**config.mk**
```make
export PLATFORM = sky130hd
export DESIGN_NAME = trace_stream_arbiter_flat
export DESIGN_NICKNAME = d
export VERILOG_FILES = /design/src/rtl/trace_pkg.sv /design/src/rtl/trace_stream_arbiter_if.sv /design/src/rtl/trace_stream_arbiter_rr_picker.sv /design/src/rtl/trace_stream_arbiter.sv /design/src/flat_wrapper.sv
export SDC_FILE = /design/constraint.sdc
export NUM_CORES = 1
export LEC_CHECK = 0
export ABC_AREA = 1
export BUFFER_PORTS_ARGS = -buffer_cell sky130_fd_sc_hd__buf_2
export CAP_MARGIN = 5
export CORE_MARGIN = 2
export CORE_UTILIZATION = 47
export CTS_BUF_LIST = sky130_fd_sc_hd__clkbuf_4
export DETAILED_ROUTE_END_ITERATION = 12
export HOLD_SLACK_MARGIN = 0.05
export PLACE_DENSITY_LB_ADDON = 0.05
export SLEW_MARGIN = 20
export SYNTH_ARGS = -nofsm -noshare
export SYNTH_HDL_FRONTEND = slang
export SYNTH_SLANG_ARGS = --single-unit
```
**constraint.sdc**
```tcl
create_clock -name clk -period 1.6 [get_ports clk]
set_input_delay 0.48 -clock clk [delete_from_list [all_inputs] [get_ports clk]]
set_output_delay 0.48 -clock clk [all_outputs]
set_load 0.01 [all_outputs]
```
**src/rtl/trace_pkg.sv**
```systemverilog
`default_nettype none
// ============================================================================
// Module      : trace_pkg
// Description : Shared definitions for the trace stream arbiter and related
//               round-robin blocks: checker framing characters, the arbiter
//               state encoding and default sizing constants.
// Revision    : 1.0 - initial release
// ============================================================================
package trace_pkg;

  // Checker message framing characters
  localparam logic [7:0] CH_START = 8'h5E;  // '^'
  localparam logic [7:0] CH_END   = 8'h23;  // '#'

  // Default sizing
  localparam int DEF_NUM_REQ   = 4;
  localparam int DEF_MAX_LEN   = 64;
  localparam int DEF_STALL_MAX = 32;

  typedef enum logic [0:0] {
    IDLE = 1'b0,
    HOLD = 1'b1
  } arb_state_t;

endpackage
`default_nettype wire

```
**src/rtl/trace_stream_arbiter_if.sv**
```systemverilog
`default_nettype none
// ============================================================================
// Module      : trace_stream_arbiter_if
// Description : Bundle between NUM_REQ trace sources, the arbiter and the
//               cpu_checker character port.
//   req_valid [NUM_REQ]   source i presents a char
//   req_char  [8*NUM_REQ] char of source i in bits [8i+7:8i]
//   req_ready [NUM_REQ]   char of source i consumed this cycle
//   out_char  [8]         registered char to checker
//   out_valid             out_char valid this cycle
//   grant_id  [ID_W]      current owner index
//   busy                  grant held
//   abort                 one-cycle pulse on forced release
//   modport master : source/checker side, modport slave : arbiter side
// Revision    : 1.0 - initial release
// ============================================================================
interface trace_stream_arbiter_if #(
  parameter int NUM_REQ = 4,
  parameter int ID_W    = 2
);

  logic [NUM_REQ-1:0]   req_valid;
  logic [8*NUM_REQ-1:0] req_char;
  logic [NUM_REQ-1:0]   req_ready;
  logic [7:0]           out_char;
  logic                 out_valid;
  logic [ID_W-1:0]      grant_id;
  logic                 busy;
  logic                 abort;

  modport master (
    output req_valid, req_char,
    input  req_ready, out_char, out_valid, grant_id, busy, abort
  );

  modport slave (
    input  req_valid, req_char,
    output req_ready, out_char, out_valid, grant_id, busy, abort
  );

endinterface
`default_nettype wire

```
**src/rtl/trace_stream_arbiter_rr_picker.sv**
```systemverilog
`default_nettype none
// ============================================================================
// Module      : rr_picker
// Description : Combinational round-robin selector. Returns the first set
//               bit of req searching from rr_ptr upward with wrap-around.
//   req     [NUM_REQ] request vector
//   rr_ptr  [ID_W]    highest-priority index this cycle
//   winner  [ID_W]    selected index (rr_ptr when nothing requests)
//   any_req           at least one request bit is set
// Revision    : 1.0 - initial release
// ============================================================================
module rr_picker #(
  parameter int NUM_REQ = 4,
  parameter int ID_W    = 2
) (
  input  wire logic [NUM_REQ-1:0] req,
  input  wire logic [ID_W-1:0]    rr_ptr,
  output logic      [ID_W-1:0]    winner,
  output logic                    any_req
);

  int idx;

  // Walk offsets from farthest to nearest so the requester closest to
  // rr_ptr overwrites every other candidate.
  always_comb begin
    winner  = rr_ptr;
    any_req = |req;
    idx     = 0;
    for (int k = NUM_REQ - 1; k >= 0; k--) begin
      idx = (int'(rr_ptr) + k) % NUM_REQ;
      if (req[ID_W'(idx)]) begin
        winner = ID_W'(idx);
      end
    end
  end

endmodule
`default_nettype wire

```
**src/rtl/trace_stream_arbiter.sv**
```systemverilog
`default_nettype none
// ============================================================================
// Module      : trace_stream_arbiter
// Description : Shares one cpu_checker character port between NUM_REQ trace
//               sources. Grants are message-granular (held until '#'),
//               round-robin between messages, with forced release after
//               MAX_LEN chars and, when TRACE_ARB_TIMEOUT_EN is defined,
//               after STALL_MAX consecutive stall cycles.
//   clk, reset  clock, synchronous active-high reset
//   bus         trace_stream_arbiter_if.slave (requests in, stream out)
// Build macro : TRACE_ARB_TIMEOUT_EN - enables the stall counter/release
// Revision    : 1.0 - initial release
// ============================================================================
module trace_stream_arbiter
  import trace_pkg::*;
#(
  parameter int NUM_REQ   = DEF_NUM_REQ,
  parameter int ID_W      = 2,
  parameter int MAX_LEN   = DEF_MAX_LEN
`ifdef TRACE_ARB_TIMEOUT_EN
  ,
  parameter int STALL_MAX = DEF_STALL_MAX
`endif
) (
  input wire logic               clk,
  input wire logic               reset,
  trace_stream_arbiter_if.slave  bus
);

  localparam int LEN_W = $clog2(MAX_LEN + 1);

  arb_state_t      state_q, state_d;
  logic [ID_W-1:0] grant_q, grant_d;
  logic [ID_W-1:0] rr_q, rr_d;
  logic [LEN_W-1:0] len_q, len_d;
  logic [7:0]      char_q, char_d;
  logic            ov_q, ov_d;
  logic            abort_q, abort_d;
  logic [ID_W-1:0] winner;
  logic            any_req;
  logic            sel_valid;
  logic [7:0]      cur_char;
  logic            release_now;

`ifdef TRACE_ARB_TIMEOUT_EN
  localparam int STALL_W = $clog2(STALL_MAX + 1);
  logic [STALL_W-1:0] stall_q, stall_d;
`endif

  rr_picker #(
    .NUM_REQ (NUM_REQ),
    .ID_W    (ID_W)
  ) u_picker (
    .req     (bus.req_valid),
    .rr_ptr  (rr_q),
    .winner  (winner),
    .any_req (any_req)
  );

  // Owner's valid/char selected with constant indices only
  always_comb begin
    sel_valid = 1'b0;
    cur_char  = 8'h00;
    for (int i = 0; i < NUM_REQ; i++) begin
      if (grant_q == ID_W'(i)) begin
        sel_valid = bus.req_valid[i];
        cur_char  = bus.req_char[8*i +: 8];
      end
    end
  end

  // Ready is combinational from state and owner so the source sees the
  // consume strobe in the same cycle as its valid.
  for (genvar i = 0; i < NUM_REQ; i++) begin : g_ready
    assign bus.req_ready[i] = (state_q == HOLD) && (grant_q == ID_W'(i));
  end

  always_comb begin
    state_d     = state_q;
    grant_d     = grant_q;
    rr_d        = rr_q;
    len_d       = len_q;
    char_d      = char_q;
    ov_d        = 1'b0;
    abort_d     = 1'b0;
    release_now = 1'b0;
`ifdef TRACE_ARB_TIMEOUT_EN
    stall_d     = stall_q;
`endif
    case (state_q)
      IDLE: begin
        if (any_req) begin
          state_d = HOLD;
          grant_d = winner;
          len_d   = '0;
`ifdef TRACE_ARB_TIMEOUT_EN
          stall_d = '0;
`endif
        end
      end
      HOLD: begin
        if (sel_valid) begin
          ov_d   = 1'b1;
          char_d = cur_char;
          len_d  = len_q + 1'b1;
`ifdef TRACE_ARB_TIMEOUT_EN
          stall_d = '0;
`endif
          // '#' takes precedence over the length limit: no abort then
          if (cur_char == CH_END) begin
            release_now = 1'b1;
          end else if (len_q == LEN_W'(MAX_LEN - 1)) begin
            release_now = 1'b1;
            abort_d     = 1'b1;
          end
        end else begin
`ifdef TRACE_ARB_TIMEOUT_EN
          stall_d = stall_q + 1'b1;
          if (stall_q == STALL_W'(STALL_MAX - 1)) begin
            release_now = 1'b1;
            abort_d     = 1'b1;
          end
`endif
        end
        if (release_now) begin
          state_d = IDLE;
          // Releasing source drops to lowest priority
          rr_d    = (grant_q == ID_W'(NUM_REQ - 1)) ? '0 : grant_q + 1'b1;
        end
      end
      default: state_d = IDLE;
    endcase
  end

  always_ff @(posedge clk) begin
    if (reset) begin
      state_q <= IDLE;
      grant_q <= '0;
      rr_q    <= '0;
      len_q   <= '0;
      char_q  <= 8'h00;
      ov_q    <= 1'b0;
      abort_q <= 1'b0;
`ifdef TRACE_ARB_TIMEOUT_EN
      stall_q <= '0;
`endif
    end else begin
      state_q <= state_d;
      grant_q <= grant_d;
      rr_q    <= rr_d;
      len_q   <= len_d;
      char_q  <= char_d;
      ov_q    <= ov_d;
      abort_q <= abort_d;
`ifdef TRACE_ARB_TIMEOUT_EN
      stall_q <= stall_d;
`endif
    end
  end

  assign bus.out_char  = char_q;
  assign bus.out_valid = ov_q;
  assign bus.grant_id  = grant_q;
  assign bus.busy      = (state_q == HOLD);
  assign bus.abort     = abort_q;

endmodule
`default_nettype wire

```
**src/flat_wrapper.sv**
```systemverilog
// flat-port wrapper written by rule: the top's interface ports become plain ports
module trace_stream_arbiter_flat import trace_pkg::*;
#(
  parameter int NUM_REQ   = DEF_NUM_REQ,
  parameter int ID_W      = 2,
  parameter int MAX_LEN   = DEF_MAX_LEN

)
  (clk, reset, bus_req_valid, bus_req_char, bus_req_ready, bus_out_char, bus_out_valid, bus_grant_id, bus_busy, bus_abort);
  trace_stream_arbiter_if #(.NUM_REQ(NUM_REQ), .ID_W(ID_W)) bus_i ();
  input wire logic clk;
  input wire logic reset;
  input wire logic [$bits(bus_i.req_valid)-1:0] bus_req_valid;
  input wire logic [$bits(bus_i.req_char)-1:0] bus_req_char;
  output wire logic [$bits(bus_i.req_ready)-1:0] bus_req_ready;
  output wire logic [$bits(bus_i.out_char)-1:0] bus_out_char;
  output wire logic [$bits(bus_i.out_valid)-1:0] bus_out_valid;
  output wire logic [$bits(bus_i.grant_id)-1:0] bus_grant_id;
  output wire logic [$bits(bus_i.busy)-1:0] bus_busy;
  output wire logic [$bits(bus_i.abort)-1:0] bus_abort;
  assign bus_i.req_valid = bus_req_valid;
  assign bus_i.req_char = bus_req_char;
  assign bus_req_ready = bus_i.req_ready;
  assign bus_out_char = bus_i.out_char;
  assign bus_out_valid = bus_i.out_valid;
  assign bus_grant_id = bus_i.grant_id;
  assign bus_busy = bus_i.busy;
  assign bus_abort = bus_i.abort;
  trace_stream_arbiter #(.NUM_REQ(NUM_REQ), .ID_W(ID_W), .MAX_LEN(MAX_LEN)) u_core (.clk(clk), .reset(reset), .bus(bus_i));
endmodule
```
==> results_dict.tcl <==
set metrics [dict create \
    outcome "finished with violations" \
    violations "setup timing" \
    hold_violations 0 \
    antenna_found_initial 0 \
    hold_class "reg -> reg" \
    required_ns 1.82 \
    fmax_mhz 530 \
    synthFlopType "dfxtp_1" \
    min_to "u_core.len_q[3]$_SDFFE_PP0P_" \
    seq_area_frac_synth_pct 27.4 \
    postCtsHoldBufs 0 \
    place.gp.congestion 0.818 \
    insertion_delay_ns 0.32 \
    antenna_cells 0 \
    cts_inserted_buffers 3 \
    min_from "u_core.len_q[3]$_SDFFE_PP0P_" \
    slew-limit-headroom_pct 73.3 \
    layout-drive-gt1-share_pct 44.6 \
    syn_avg_cell_area_um2 6.27 \
    clk_pin_slew_ns 0.12 \
    finalSetupViolCount 24 \
    synthArstFlopShare_pct 0 \
    maxUsedRoutingLayer "met4" \
    htreeDepth 1 \
    overflow 0 \
    critPathCaptureType "register" \
    ys_seq_elements 22 \
    ir_worst_vdd_mv 0.644 \
    synth-edff-count 0 \
    crit_type "reg -> reg" \
    fin_crit_sh_pct 118 \
    final_util_pct 75.7 \
    cpMostUsedCell "nand2_1" \
    rsz0062_at_grt "true" \
    port_buffers 54 \
    cellPowerDensity_nw_per_um2 573 \
    viasPerCell 4.78 \
    postLayoutSetupSlackWorst_ns -0.287 \
    maxCapViolations 0 \
    fin_area_um2 2500 \
    synth_fp_nets 300 \
    post-route-drc-count 0 \
    grtUsageTotal_pct 23.2 \
    netlist_area_um2 1610 \
    crit_slowest_cell "dfxtp_4" \
    wl_met3_um 235 \
    cts_sinks 22 \
    wl_met2_um 2260 \
    nNetsFinal 398 \
    root_buffer "clkbuf_4" \
    r2r_cells 14 \
    worst-r2r-setup-slack_ns -0.29 \
    cts_tree "built" \
    die-area_um2 3910 \
    dp_cells 374 \
    grt_max_degree 18 \
    synth_area_leaders "dfxtp_1 (27%), nand2_1 (19%), nor2_1 (7.7%), a21oi_1 (6.2%), inv_1 (6.1%)" \
    synth_area_leader_cell "dfxtp_1" \
    fp.coreArea_um2 3310 \
    synth_top_area_share_pct 27.4 \
    yosysWarnings 0 \
    post-route-min-period_ns 1.89 \
    wl_met1_um 2060 \
    io_pins 55 \
    nFillCells 261 \
    crit_path_start_kind "register" \
    p_leak_nw 1.28 \
    r2r-start "u_core.bus.grant_id[0]$_SDFFE_PP0P_" \
    drtPass1Iterations 5 \
    drv_slew 0 \
    grt_pass1_wl_um 7580 \
    place_area_um2 2130 \
    tightest_slew_ns 0.400 \
    dieWidth_um 62.5 \
    dp_hpwl_um 3130 \
    drt_wl_total_um 4650 \
    reg2reg_to "u_core.rr_q[0]$_SDFFE_PP0P_" \
    wire_per_inst_um 11.6 \
    start_util_pct 48.6 \
    worstPathArrival_ns 2.11 \
    synth.distinct_cells 31 \
    grt_pass1_vias 1823 \
    clockBufferDepth 2 \
    antenna_left 0 \
    syn-instance-count 257 \
    holdPathStages 2 \
    crit_fanout 5 \
    tns_ns -4.24 \
    route.vias.total 1912 \
    row_count 21 \
    die_h_um 62.5 \
    critPathLaunch "u_core.bus.grant_id[0]$_SDFFE_PP0P_" \
    cp_cell_sequence "buf_6 -> ha_4 -> buf_12 -> buf_4 -> nor2_1 -> nand2_1 -> nand2_2 -> nand2_1 -> nor2_1 -> nand2_1 -> nand2_2 -> nand3_2 -> nand2_1 -> nor2_1" \
    final_cells 400 \
    cpPeakStageDelay_ns 0.39 \
    area_delta_synth_final_pct 55.6 \
    drt_iter0_drc 134 \
    fin_worst_skew_ns 0.00696 \
]
timing repair:
item                                    4_1_cts  5_1_grt
pin swaps                                    16       19
gates cloned                                  0        2
resized for setup                            20       12
endpoints found under the setup margin       25       26
buffers inserted                             14        6
per-layer routing:
layer / up-vias / GRT usage [%]
met2: 54 / 40.2
li1: 1009 / -
met5: - / 0
met3: 9 / 2.16
met1: 840 / 30.4
met4: 0 / 6.94
flip-flops by register name, summed over array words and instances, names as in the netlist:
register              cells
u_core.bus.grant_id       2
u_core.len_q              7
u_core.rr_q               2
u_core.bus.out_valid      1
u_core.bus.out_char       8
u_core.bus.busy           1
u_core.bus.abort          1
cells by family after synthesis:
group / after synthesis / synth area share, %
AO/OA/AOI/OAI: 48 / 18.8
XOR/XNOR: 2 / 1.09
buffers and inverters: 39 / 11.9
AND/OR/NAND/NOR: 141 / 37.0
flip-flops: 22 / 27.4
adder cells (fa/ha/maj): 5 / 3.89
where the power goes:
group          leakage [nW]  total [mW]  internal [mW]  switching, mW
Combinational          1.09       0.574          0.295          0.280
Clock                0.0154       0.264         0.0914          0.173
Sequential            0.181       0.597          0.575         0.0217
layout make-up:
type | count | area, µm² | share of cell area [%]
clock buffer | 3 | 22.5 | 0.899
clock inverter | 1 | 3.75 | 0.150
inverter | 30 | 130 | 5.19
multi-input combinational | 196 | 1100 | 44.1
sequential | 22 | 448 | 17.9
tap | 46 | 57.6 | 2.30
timing repair buffer | 102 | 738 | 29.5
metrics by stage:
step | power (mW) | setup slack, ns | hold WS [ns]
floorplan | 0.862 | -0.00911 | 0.439
global placement | 1.04 | -0.175 | 0.449
detailed placement | 1.05 | -0.189 | 0.459
CTS | 1.36 | -0.189 | 0.480
global route | 1.52 | -0.456 | 0.494
finish | 1.44 | -0.287 | 0.476
synth_stat cells (2+ instances only):
cell       n
o21ai_2    2
a21oi_1   20
nor2_1    33
nor2_4     2
ha_1       5
o21ai_0    9
nand2_1   83
nand3_1   15
a21oi_2    7
or2_2      2
a21boi_2   3
buf_4      2
buf_6      2
inv_2      2
o21ai_1    5
inv_1     26
buf_2      3
xnor2_1    2
dfxtp_1   22
cell usage in the layout, fill, tap and decap left out, types with 4 or more instances in the layout:
cell type	instances
ha_4	4
dfxtp_1	20
o21ai_0	9
nand3_1	13
buf_2	54
nor2_1	30
buf_4	36
inv_1	23
buf_12	4
a21boi_2	4
o21ai_1	5
a21oi_1	15
nand2_1	75
inv_4	4
nand2_2	9
a21oi_2	12
nor2_4	4
buf_6	6
worst max-delay path by stage:
| stage | slack, ns | to |
|---|---|---|
| finish | -0.29 | u_core.rr_q[0]$_SDFFE_PP0P_ |
| floorplan | -0.009 | u_core.rr_q[0]$_SDFFE_PP0P_ |
| detailed placement | -0.19 | u_core.rr_q[0]$_SDFFE_PP0P_ |
| CTS | -0.19 | u_core.rr_q[0]$_SDFFE_PP0P_ |
| global route | -0.46 | u_core.rr_q[0]$_SDFFE_PP0P_ |
| global placement | -0.18 | u_core.rr_q[0]$_SDFFE_PP0P_ |
worst max-delay path, delay by kind of cell, from the launching register on:
kind          cells  cell delay [ns]
buf+inv           3             0.38
fa+ha+maj         1             0.17
flops             1             0.39
simple gates     10             0.84
(Power assumes the default switching activity.)
